**config.mk**
```make
export PLATFORM = sky130hd
export DESIGN_NAME = instr_fetch
export DESIGN_NICKNAME = d
export VERILOG_FILES = /design/src/rtl/instr_fetch_pkg.sv /design/src/rtl/instr_fetch_buffer.sv /design/src/rtl/instr_fetch.sv
export SDC_FILE = /design/constraint.sdc
export NUM_CORES = 1
export LEC_CHECK = 0
export BUFFER_PORTS_ARGS = -buffer_cell sky130_fd_sc_hd__buf_2
export CORE_MARGIN = 4
export CORE_UTILIZATION = 50
export DETAILED_ROUTE_END_ITERATION = 12
export PLACE_DENSITY = 0.82
export SYNTH_ARGS = -nofsm -noshare
export SYNTH_HDL_FRONTEND = slang
export SYNTH_SLANG_ARGS = --single-unit
```
**constraint.sdc**
```tcl
create_clock -name i_clk -period 4.52 [get_ports i_clk]
set_input_delay 0.904 -clock i_clk [delete_from_list [all_inputs] [get_ports i_clk]]
set_output_delay 0.904 -clock i_clk [all_outputs]
set_load 0.02 [all_outputs]
```
**src/rtl/instr_fetch_pkg.sv**
```systemverilog
// Shared fetch-stage types: addresses, instruction words and the {raw, pc} pair handed to decode.
// Also holds the default reset vector and a word-alignment helper.
package instr_fetch_pkg;

  typedef logic [31:0] addr_t;
  typedef logic [31:0] instr_t;

  typedef struct packed {
    instr_t raw;
    addr_t  pc;
  } fetched_instr_t;

  localparam addr_t RESET_PC_DEFAULT = 32'h8000_0000;

  function automatic addr_t word_align(input addr_t a);
    return {a[31:2], 2'b00};
  endfunction

endpackage

```
**src/rtl/instr_fetch_buffer.sv**
```systemverilog
// In-order fetch buffer: slots reserved at issue, filled by responses, popped at head in program order.
// Fill lands in a register, so a filled slot is visible at the head one cycle later; pop is gated by the caller.
module instr_fetch_buffer
  import instr_fetch_pkg::*;
#(
  parameter int DEPTH = 4
) (
  input  logic                   i_clk,
  input  logic                   i_rst,
  input  logic                   i_clear,
  input  logic                   i_alloc,
  input  addr_t                  i_alloc_pc,
  input  logic                   i_fill,
  input  instr_t                 i_fill_raw,
  input  logic                   i_pop,
  output fetched_instr_t         o_head,
  output logic                   o_head_filled,
  output logic [$clog2(DEPTH):0] o_allocated,
  output logic [$clog2(DEPTH):0] o_unfilled
);

  localparam int IW = $clog2(DEPTH);
  localparam int PW = IW + 1;

  // Pointers carry one extra wrap bit so occupancy falls out of a subtraction.
  logic [PW-1:0]    r_tail;
  logic [PW-1:0]    r_fill;
  logic [PW-1:0]    r_head;
  logic [DEPTH-1:0] r_filled;
  addr_t            r_pc  [DEPTH];
  instr_t           r_raw [DEPTH];

  logic [IW-1:0] w_tail_idx;
  logic [IW-1:0] w_fill_idx;
  logic [IW-1:0] w_head_idx;

  assign w_tail_idx = r_tail[IW-1:0];
  assign w_fill_idx = r_fill[IW-1:0];
  assign w_head_idx = r_head[IW-1:0];

  always_ff @(posedge i_clk or posedge i_rst) begin
    if (i_rst) begin
      r_tail   <= '0;
      r_fill   <= '0;
      r_head   <= '0;
      r_filled <= '0;
    end else if (i_clear) begin
      r_tail   <= '0;
      r_fill   <= '0;
      r_head   <= '0;
      r_filled <= '0;
    end else begin
      if (i_alloc) begin
        r_filled[w_tail_idx] <= 1'b0;
        r_tail               <= r_tail + PW'(1);
      end
      if (i_fill) begin
        r_filled[w_fill_idx] <= 1'b1;
        r_fill               <= r_fill + PW'(1);
      end
      if (i_pop) begin
        r_filled[w_head_idx] <= 1'b0;
        r_head               <= r_head + PW'(1);
      end
    end
  end

  always_ff @(posedge i_clk) begin
    if (i_alloc) begin
      r_pc[w_tail_idx] <= i_alloc_pc;
    end
    if (i_fill) begin
      r_raw[w_fill_idx] <= i_fill_raw;
    end
  end

  assign o_head        = {r_raw[w_head_idx], r_pc[w_head_idx]};
  assign o_head_filled = r_filled[w_head_idx];
  assign o_allocated   = r_tail - r_head;
  assign o_unfilled    = r_tail - r_fill;

endmodule

```
**src/rtl/instr_fetch.sv**
```systemverilog
// Fetch front end: sequential PC, word requests to imem, in-order {raw, pc} delivery to decode.
// Issue stalls when all slots are reserved or stale responses remain; flush combinationally blocks issue and output.
module instr_fetch
  import instr_fetch_pkg::*;
#(
  parameter addr_t RESET_PC = RESET_PC_DEFAULT,
  parameter int    DEPTH    = 4
) (
  input  logic           i_clk,
  input  logic           i_rst,
  output logic           o_fetched_valid,
  input  logic           i_fetched_ready,
  output fetched_instr_t o_fetched_data,
  output logic           o_mem_req_valid,
  input  logic           i_mem_req_ready,
  output addr_t          o_mem_req_addr,
  input  logic           i_mem_resp_valid,
  input  instr_t         i_mem_resp_data,
  input  logic           i_flush,
  input  addr_t          i_flush_target
);

  localparam int            CW   = $clog2(DEPTH) + 1;
  localparam logic [CW-1:0] FULL = CW'(DEPTH);

  addr_t         r_pc;
  logic [CW-1:0] r_drop_cnt;

  logic [CW-1:0] w_allocated;
  logic [CW-1:0] w_unfilled;
  logic [CW-1:0] w_resp_dec;
  logic          w_head_filled;
  logic          w_issue;
  logic          w_fill;
  logic          w_drop;
  logic          w_pop;

  assign o_mem_req_valid = !i_flush && (w_allocated < FULL) && (r_drop_cnt == '0);
  assign o_mem_req_addr  = r_pc;
  assign w_issue         = o_mem_req_valid && i_mem_req_ready;

  assign w_fill     = i_mem_resp_valid && (r_drop_cnt == '0) && !i_flush;
  assign w_drop     = i_mem_resp_valid && (r_drop_cnt != '0);
  assign w_resp_dec = {{(CW-1){1'b0}}, i_mem_resp_valid};

  assign o_fetched_valid = w_head_filled && !i_flush;
  assign w_pop           = o_fetched_valid && i_fetched_ready;

  always_ff @(posedge i_clk or posedge i_rst) begin
    if (i_rst) begin
      r_pc       <= RESET_PC;
      r_drop_cnt <= '0;
    end else if (i_flush) begin
      // Every reservation still waiting on memory becomes a stale response to swallow.
      r_pc       <= word_align(i_flush_target);
      r_drop_cnt <= r_drop_cnt + w_unfilled - w_resp_dec;
    end else begin
      if (w_issue) begin
        r_pc <= r_pc + 32'd4;
      end
      if (w_drop) begin
        r_drop_cnt <= r_drop_cnt - CW'(1);
      end
    end
  end

  instr_fetch_buffer #(
    .DEPTH(DEPTH)
  ) u_buffer (
    .i_clk        (i_clk),
    .i_rst        (i_rst),
    .i_clear      (i_flush),
    .i_alloc      (w_issue),
    .i_alloc_pc   (r_pc),
    .i_fill       (w_fill),
    .i_fill_raw   (i_mem_resp_data),
    .i_pop        (w_pop),
    .o_head       (o_fetched_data),
    .o_head_filled(w_head_filled),
    .o_allocated  (w_allocated),
    .o_unfilled   (w_unfilled)
  );

endmodule

```
==> After elaboration in Yosys (flattened, before gate mapping) <==
Memories as Yosys holds them, arrays and structs flattened.
Cells that the tools add are included.
{ "totals": {"regBits": 48, "ramBits": 256, "input_bits": 70, "out_inout_bits": 98, "wordCells": 75, "n_memories": 2} }
{ "memory_table": {"columns": ["memory", "depth", "width", "read_ports", "rd_ports_with_merged_regs", "wr", "line", "text"], "rows": [
  ["u_buffer.r_pc", 4, 32, 1, 0, 1, "instr_fetch_buffer.sv:30", "addr_t r_pc [DEPTH];"],
  ["u_buffer.r_raw", 4, 32, 1, 0, 1, "instr_fetch_buffer.sv:31", "instr_t r_raw [DEPTH];"]
]} }
{ "classes": {"addsub": 9, "n_lt_le_gt_ge": 7, "muxes": 28, "n_bitwise": 5, "n_reduce_logical": 18} }
{ "ops": {"columns": ["cell", "n"], "rows": [
  ["32-bit 2-to-1 mux", 2],
  ["32-bit by 3-bit adder with 32-bit output, second input constant", 1],
  ["3-bit 2-to-1 mux", 8],
  ["4-bit 2-to-1 mux", 6],
  ["1-bit logical AND", 11],
  ["3-bit by 1-bit adder with 3-bit output, second input constant", 3],
  ["2-bit by 3-bit < comparator with 1-bit output, second input constant", 3],
  ["4-bit AND", 2],
  ["1-bit 2-to-1 mux", 8],
  ["4-bit inverter", 2],
  ["2-bit nonzero test", 4],
  ["1-bit demux with 2-bit select", 3],
  ["2-bit by 1-bit greater-or-equal comparator with 1-bit output, second input constant", 3],
  ["3-bit subtractor", 2],
  ["4-bit bitwise OR", 1],
  ["3-bit adder", 1],
  ["3-bit logical NOT", 1],
  ["3-bit < comparator, second input constant", 1],
  ["3-bit nonzero test", 1],
  ["3-bit by 1-bit subtractor with 3-bit output", 1],
  ["3-bit by 1-bit subtractor with 3-bit output, second input constant", 1],
  ["1-bit binary-select mux with 2-bit select", 1],
  ["1-bit logical NOT", 1]
]} }

==> Logic depth before layout (Yosys ltp) <==
{ "depth": {"depth_word": 14, "depth_mapped": 12} }

==> By module <==
From an unflattened synthesis, not the netlist that was laid out.
{ "unflattened": {"hier_cells": 684, "hier_area_um2": 12439.4} }
{ "by_module_without_submodules": {"columns": ["mod", "instances", "cells_per_inst", "area_each_um2", "seq_area_each_um2"], "rows": [
  ["instr_fetch_buffer", 1, 425, 10204.8, 8012.7],
  ["instr_fetch", 1, 259, 2234.6, 827.0]
]} }

==> Worst setup path after synthesis <==
No wires, ideal clock.
{ "synth_path": {"path_type": "reg-to-reg", "start": "register u_buffer.r_head[1]", "end": "memory u_buffer.r_pc[0][10] (netlist name) (enable)", "t_arrival_ps": 2966, "t_required_ps": 4103, "path_slack_ps": 1137, "stages_incl_launch_ff": 9, "path_buffers": 3, "synth_period_minus_slack_ps": 3383, "path_cell_list": "dfrtp_1 -> clkbuf_1 -> inv_1 -> ha_1 -> a21o_1 -> buf_2 -> mux2i_1 -> clkbuf_1 -> nor2_1"} }
{ "synth_between": {"elab_chain_cells": 7} }
{ "synth_rtl": {"columns": ["element", "line", "text"], "rows": [
  ["start, declared", "instr_fetch_buffer.sv:28", "logic [PW-1:0] r_head;"],
  ["start signal, assigned", "instr_fetch_buffer.sv:63", "r_head <= r_head + PW'(1);"],
  ["3-bit subtractor", "instr_fetch_buffer.sv:79", "assign o_allocated = r_tail - r_head;"],
  ["3-bit < comparator", "instr_fetch.sv:38", "assign o_mem_req_valid = !i_flush && (w_allocated < FULL) && (r_drop_cnt == '0);"],
  ["1-bit logical AND (2 in a row)", "instr_fetch.sv:38", null],
  ["1-bit logical AND", "instr_fetch.sv:40", "assign w_issue = o_mem_req_valid && i_mem_req_ready;"],
  ["1-bit 2-to-1 mux", "instr_fetch_buffer.sv:69", "if (i_alloc) begin"],
  ["1-bit 2-to-1 mux (not written as such)", "instr_fetch_buffer.sv:70", "r_pc[w_tail_idx] <= i_alloc_pc;"],
  ["end, declared", "instr_fetch_buffer.sv:30", null]
]} }
Every way passes these cells.

==> results.sh <==
export IMPL_status="finished, final reports clean"
export IMPL_main_synth_ff_type="edfxtp_1"
export IMPL_cts_inserted_buffers=30
export IMPL_yosysMostFrequentCell="edfxtp_1"
export IMPL_drtPass1Iterations=6
export IMPL_clock_sinks=294
export IMPL_period_needed_ps=3535
export IMPL_synth_top_cell_area_share=0.6223
export IMPL_global_route_peak_usage_layer="met2"
export IMPL_worst_setup_slack_for_register_to_register_paths_ps=1610
export IMPL_worstMarginPinSlew_ps=1080
export IMPL_remaining_global_route_overflow=0
export IMPL_fillers=1731
export IMPL_die_w_um=162.7
export IMPL_cellLeakagePower_nw=4.953
export IMPL_grt_pass1_vias=7225
export IMPL_synth_async_reset_ratio=0.1565
export IMPL_slew_viol_final=0
export IMPL_drtIter0Drc=638
export IMPL_initial_antenna_violation_count=1
export IMPL_critical_path_class="register to output pin"
export IMPL_synth_largest_area_cell="edfxtp_1"
export IMPL_detail_route_wirelength_um=25950
export IMPL_initial_core_util=0.5083
export IMPL_syn_avg_cell_area_um2=18.05
export IMPL_rows=56
export IMPL_grt_util_all_layers=0.1968
export IMPL_clock_root_buffer="clkbuf_16"
export IMPL_post_route_cells_drive_above_1_share=0.3500
export IMPL_met3_resource_use_gr=0.02708
export IMPL_fraction_of_the_cycle_the_final_worst_path_needs=0.7821
export IMPL_nNetsFinal=930
export IMPL_ys_seq_area_frac=0.7186
export IMPL_grt_setup_unrepaired="no"
export IMPL_viasPerCell=5.808
export IMPL_wirelength_per_cell_um=21.99
export IMPL_critical_path_arrival_ps=2630
export IMPL_num_vias=6854
export IMPL_worst_ep_required_time_ps=3620
export IMPL_postSynthRegisterBits=294
export IMPL_numPortBuffers=161
export IMPL_synthesis_yosys_warnings=0
export IMPL_clock_insertion_delay_worst_skew_ps=550
export IMPL_tritoncts="done"
export IMPL_worst_r2r_startpoint="u_buffer.r_fill[0]$_DFFE_PP0P_"
export IMPL_area_growth_pct=18.06
export IMPL_synth_enable_flop_cells=248
export IMPL_detailed_place_hpwl_um=15950
export IMPL_cp_startpoint="u_buffer.r_head[0]$_DFFE_PP0P_"
export IMPL_ys_top_cells_by_count="edfxtp_1, mux4_2, dfrtp_1"
export IMPL_post_cts_resize_count=0
export IMPL_path_max_fanout=33
export IMPL_grt_met2_usage=0.3270
export IMPL_gr_usage_met1=0.2732
export IMPL_cp_startpoint_kind="register"
export IMPL_grt_pass1_wl_um=40760
export IMPL_place_gp_congestion=0.8040
export IMPL_count_of_endpoints_failing_setup_in_the_final_report=0
export IMPL_clk_pin_slew_worst_paths_ps=60
export IMPL_critical_path_endpoint_type="output pin"
export IMPL_hp_start="r_drop_cnt[2]$_DFFE_PP0P_"
export IMPL_slew_headroom=0.2791
export IMPL_core_region_area_um2=23540
export IMPL_count_of_nets_left_with_antenna_violations_after_detail_routing=0
export IMPL_finClkSkew_ps=24.77
export IMPL_chipHeight_um=162.7
export IMPL_timing_final_hold_violations=0
export IMPL_die_area_um2=26470
export IMPL_mappedNetlistArea_um2=11970
export IMPL_max_cap_violations=0
export IMPL_irDropWorstVdd_mv=0.3457
export IMPL_synth_cell_types=52
export IMPL_yosys_top_cells_area="edfxtp_1, mux4_2, dfrtp_1"
export IMPL_htree_levels=1
export IMPL_power_density_nw_per_um2=457.2
export IMPL_peak_clock_frequency_supported_by_timing_ghz=0.2829
export IMPL_number_of_standard_cells_after_synthesis=663
export IMPL_power_total_w=0.006460
export IMPL_cts_max_path_buffers=3
export IMPL_post_cts_hold_buffer_count=0
export IMPL_hold_class="register to register"
export IMPL_total_setup_buffers_inserted_after_cts=0
export IMPL_floorplan_io_pins=168
export IMPL_drc_errors=0
export IMPL_pin_count_of_the_biggest_net_entering_global_routing=66
export IMPL_setup_tns_ps=0
==> flip-flops by register name, summed over array words and instances (netlist names) <==
signal,flops
o_mem_req_addr,30
u_buffer.r_pc,120
u_buffer.r_head,3
r_drop_cnt,3
u_buffer.r_filled,4
u_buffer.r_fill,3
u_buffer.r_raw,128
u_buffer.r_tail,3
==> routing by layer <==
metal	vias up	wire length [µm]	share of wire
li1	3016	-	-
met1	3482	10510	0.40
met2	294	13070	0.50
met3	62	1528	0.059
met4	0	842	0.032
met5	-	0	0
==> kinds of logic after synthesis <==
family                     synth area share
DFF                                  0.7186
buffers and inverters               0.02206
and+or+nand+nor                     0.05666
xor gates and xnor gates           0.009514
other                             0.0003133
AOI/OAI and AO/OA                   0.04548
muxes                                0.1229
adders and majority gates           0.02446
==> area by class of cell <==
class / instances / area [µm²] / area share
Clock inverter: 13 / 136.4 / 0.009653
Timing Repair Buffer: 179 / 953.4 / 0.06748
Clock buffer: 40 / 818.3 / 0.05792
Sequential cell: 294 / 8605 / 0.6090
Multi-Input combinational cell: 313 / 3136 / 0.2219
Antenna cell: 1 / 2.502 / 0.0001771
Inverter: 21 / 78.83 / 0.005579
Tap cell: 319 / 399.1 / 0.02825
==> critical path, cell delays in order (launching register included) <==
cell	delay, ps
dfrtp_4	870
buf_4	480
mux4_2	570
buf_2	180
==> through the flow <==
step / utilization / cell area [µm²] / std cells / hold WS [ps] / worst slack, ps
final: 0.6001 / 14130 / 1180 / 552.1 / 985.0
after global routing: 0.6001 / 14130 / 1180 / 574.5 / 769.6
after CTS: 0.6000 / 14130 / 1179 / 553.9 / 864.3
after detailed placement: 0.5595 / 13170 / 1126 / 544.2 / 897.5
after global placement: 0.5595 / 13170 / 1126 / 529.6 / 985.4
after floorplan: - / 11980 / 666 / 505.5 / 1137
==> cell usage in the layout, fill, tap and decap left out, types with 5 or more instances in the layout <==
cell type and count:
nand4_1 7, a21oi_1 5, nor2_1 21, buf_2 161, nand3_1 18, clkbuf_1 7
edfxtp_1 248, o311ai_0 19, o211ai_1 10, xnor2_1 8, clkbuf_16 30, or4_1 7
inv_1 20, dfrtp_1 43, o21ai_0 11, buf_4 17, nand2_1 43, nor2_2 5
xor2_1 5, a31oi_1 6, a221o_1 5, mux4_2 63, ha_1 17, o31ai_1 5
==> worst paths after layout <==
path	cells past startpoint	endpoint
max	3	o_fetched_data[44]
min	1	r_drop_cnt[2]$_DFFE_PP0P_
max reg2reg	12	r_drop_cnt[2]$_DFFE_PP0P_
min reg2reg	1	r_drop_cnt[2]$_DFFE_PP0P_
max in group asynchronous	2	u_buffer.r_head[0]$_DFFE_PP0P_
min in group asynchronous	2	o_mem_req_addr[28]$_DFFE_PP0N_
==> power by group <==
part | switching (W) | leakage [nW] | internal, W
clock network | 0.000979 | 0.468 | 0.00138
logic | 0.000521 | 1.68 | 0.000344
registers | 0.000136 | 2.81 | 0.00310
total | 0.00164 | 4.95 | 0.00482
No activity file was read; power rests on OpenSTA's default activity.
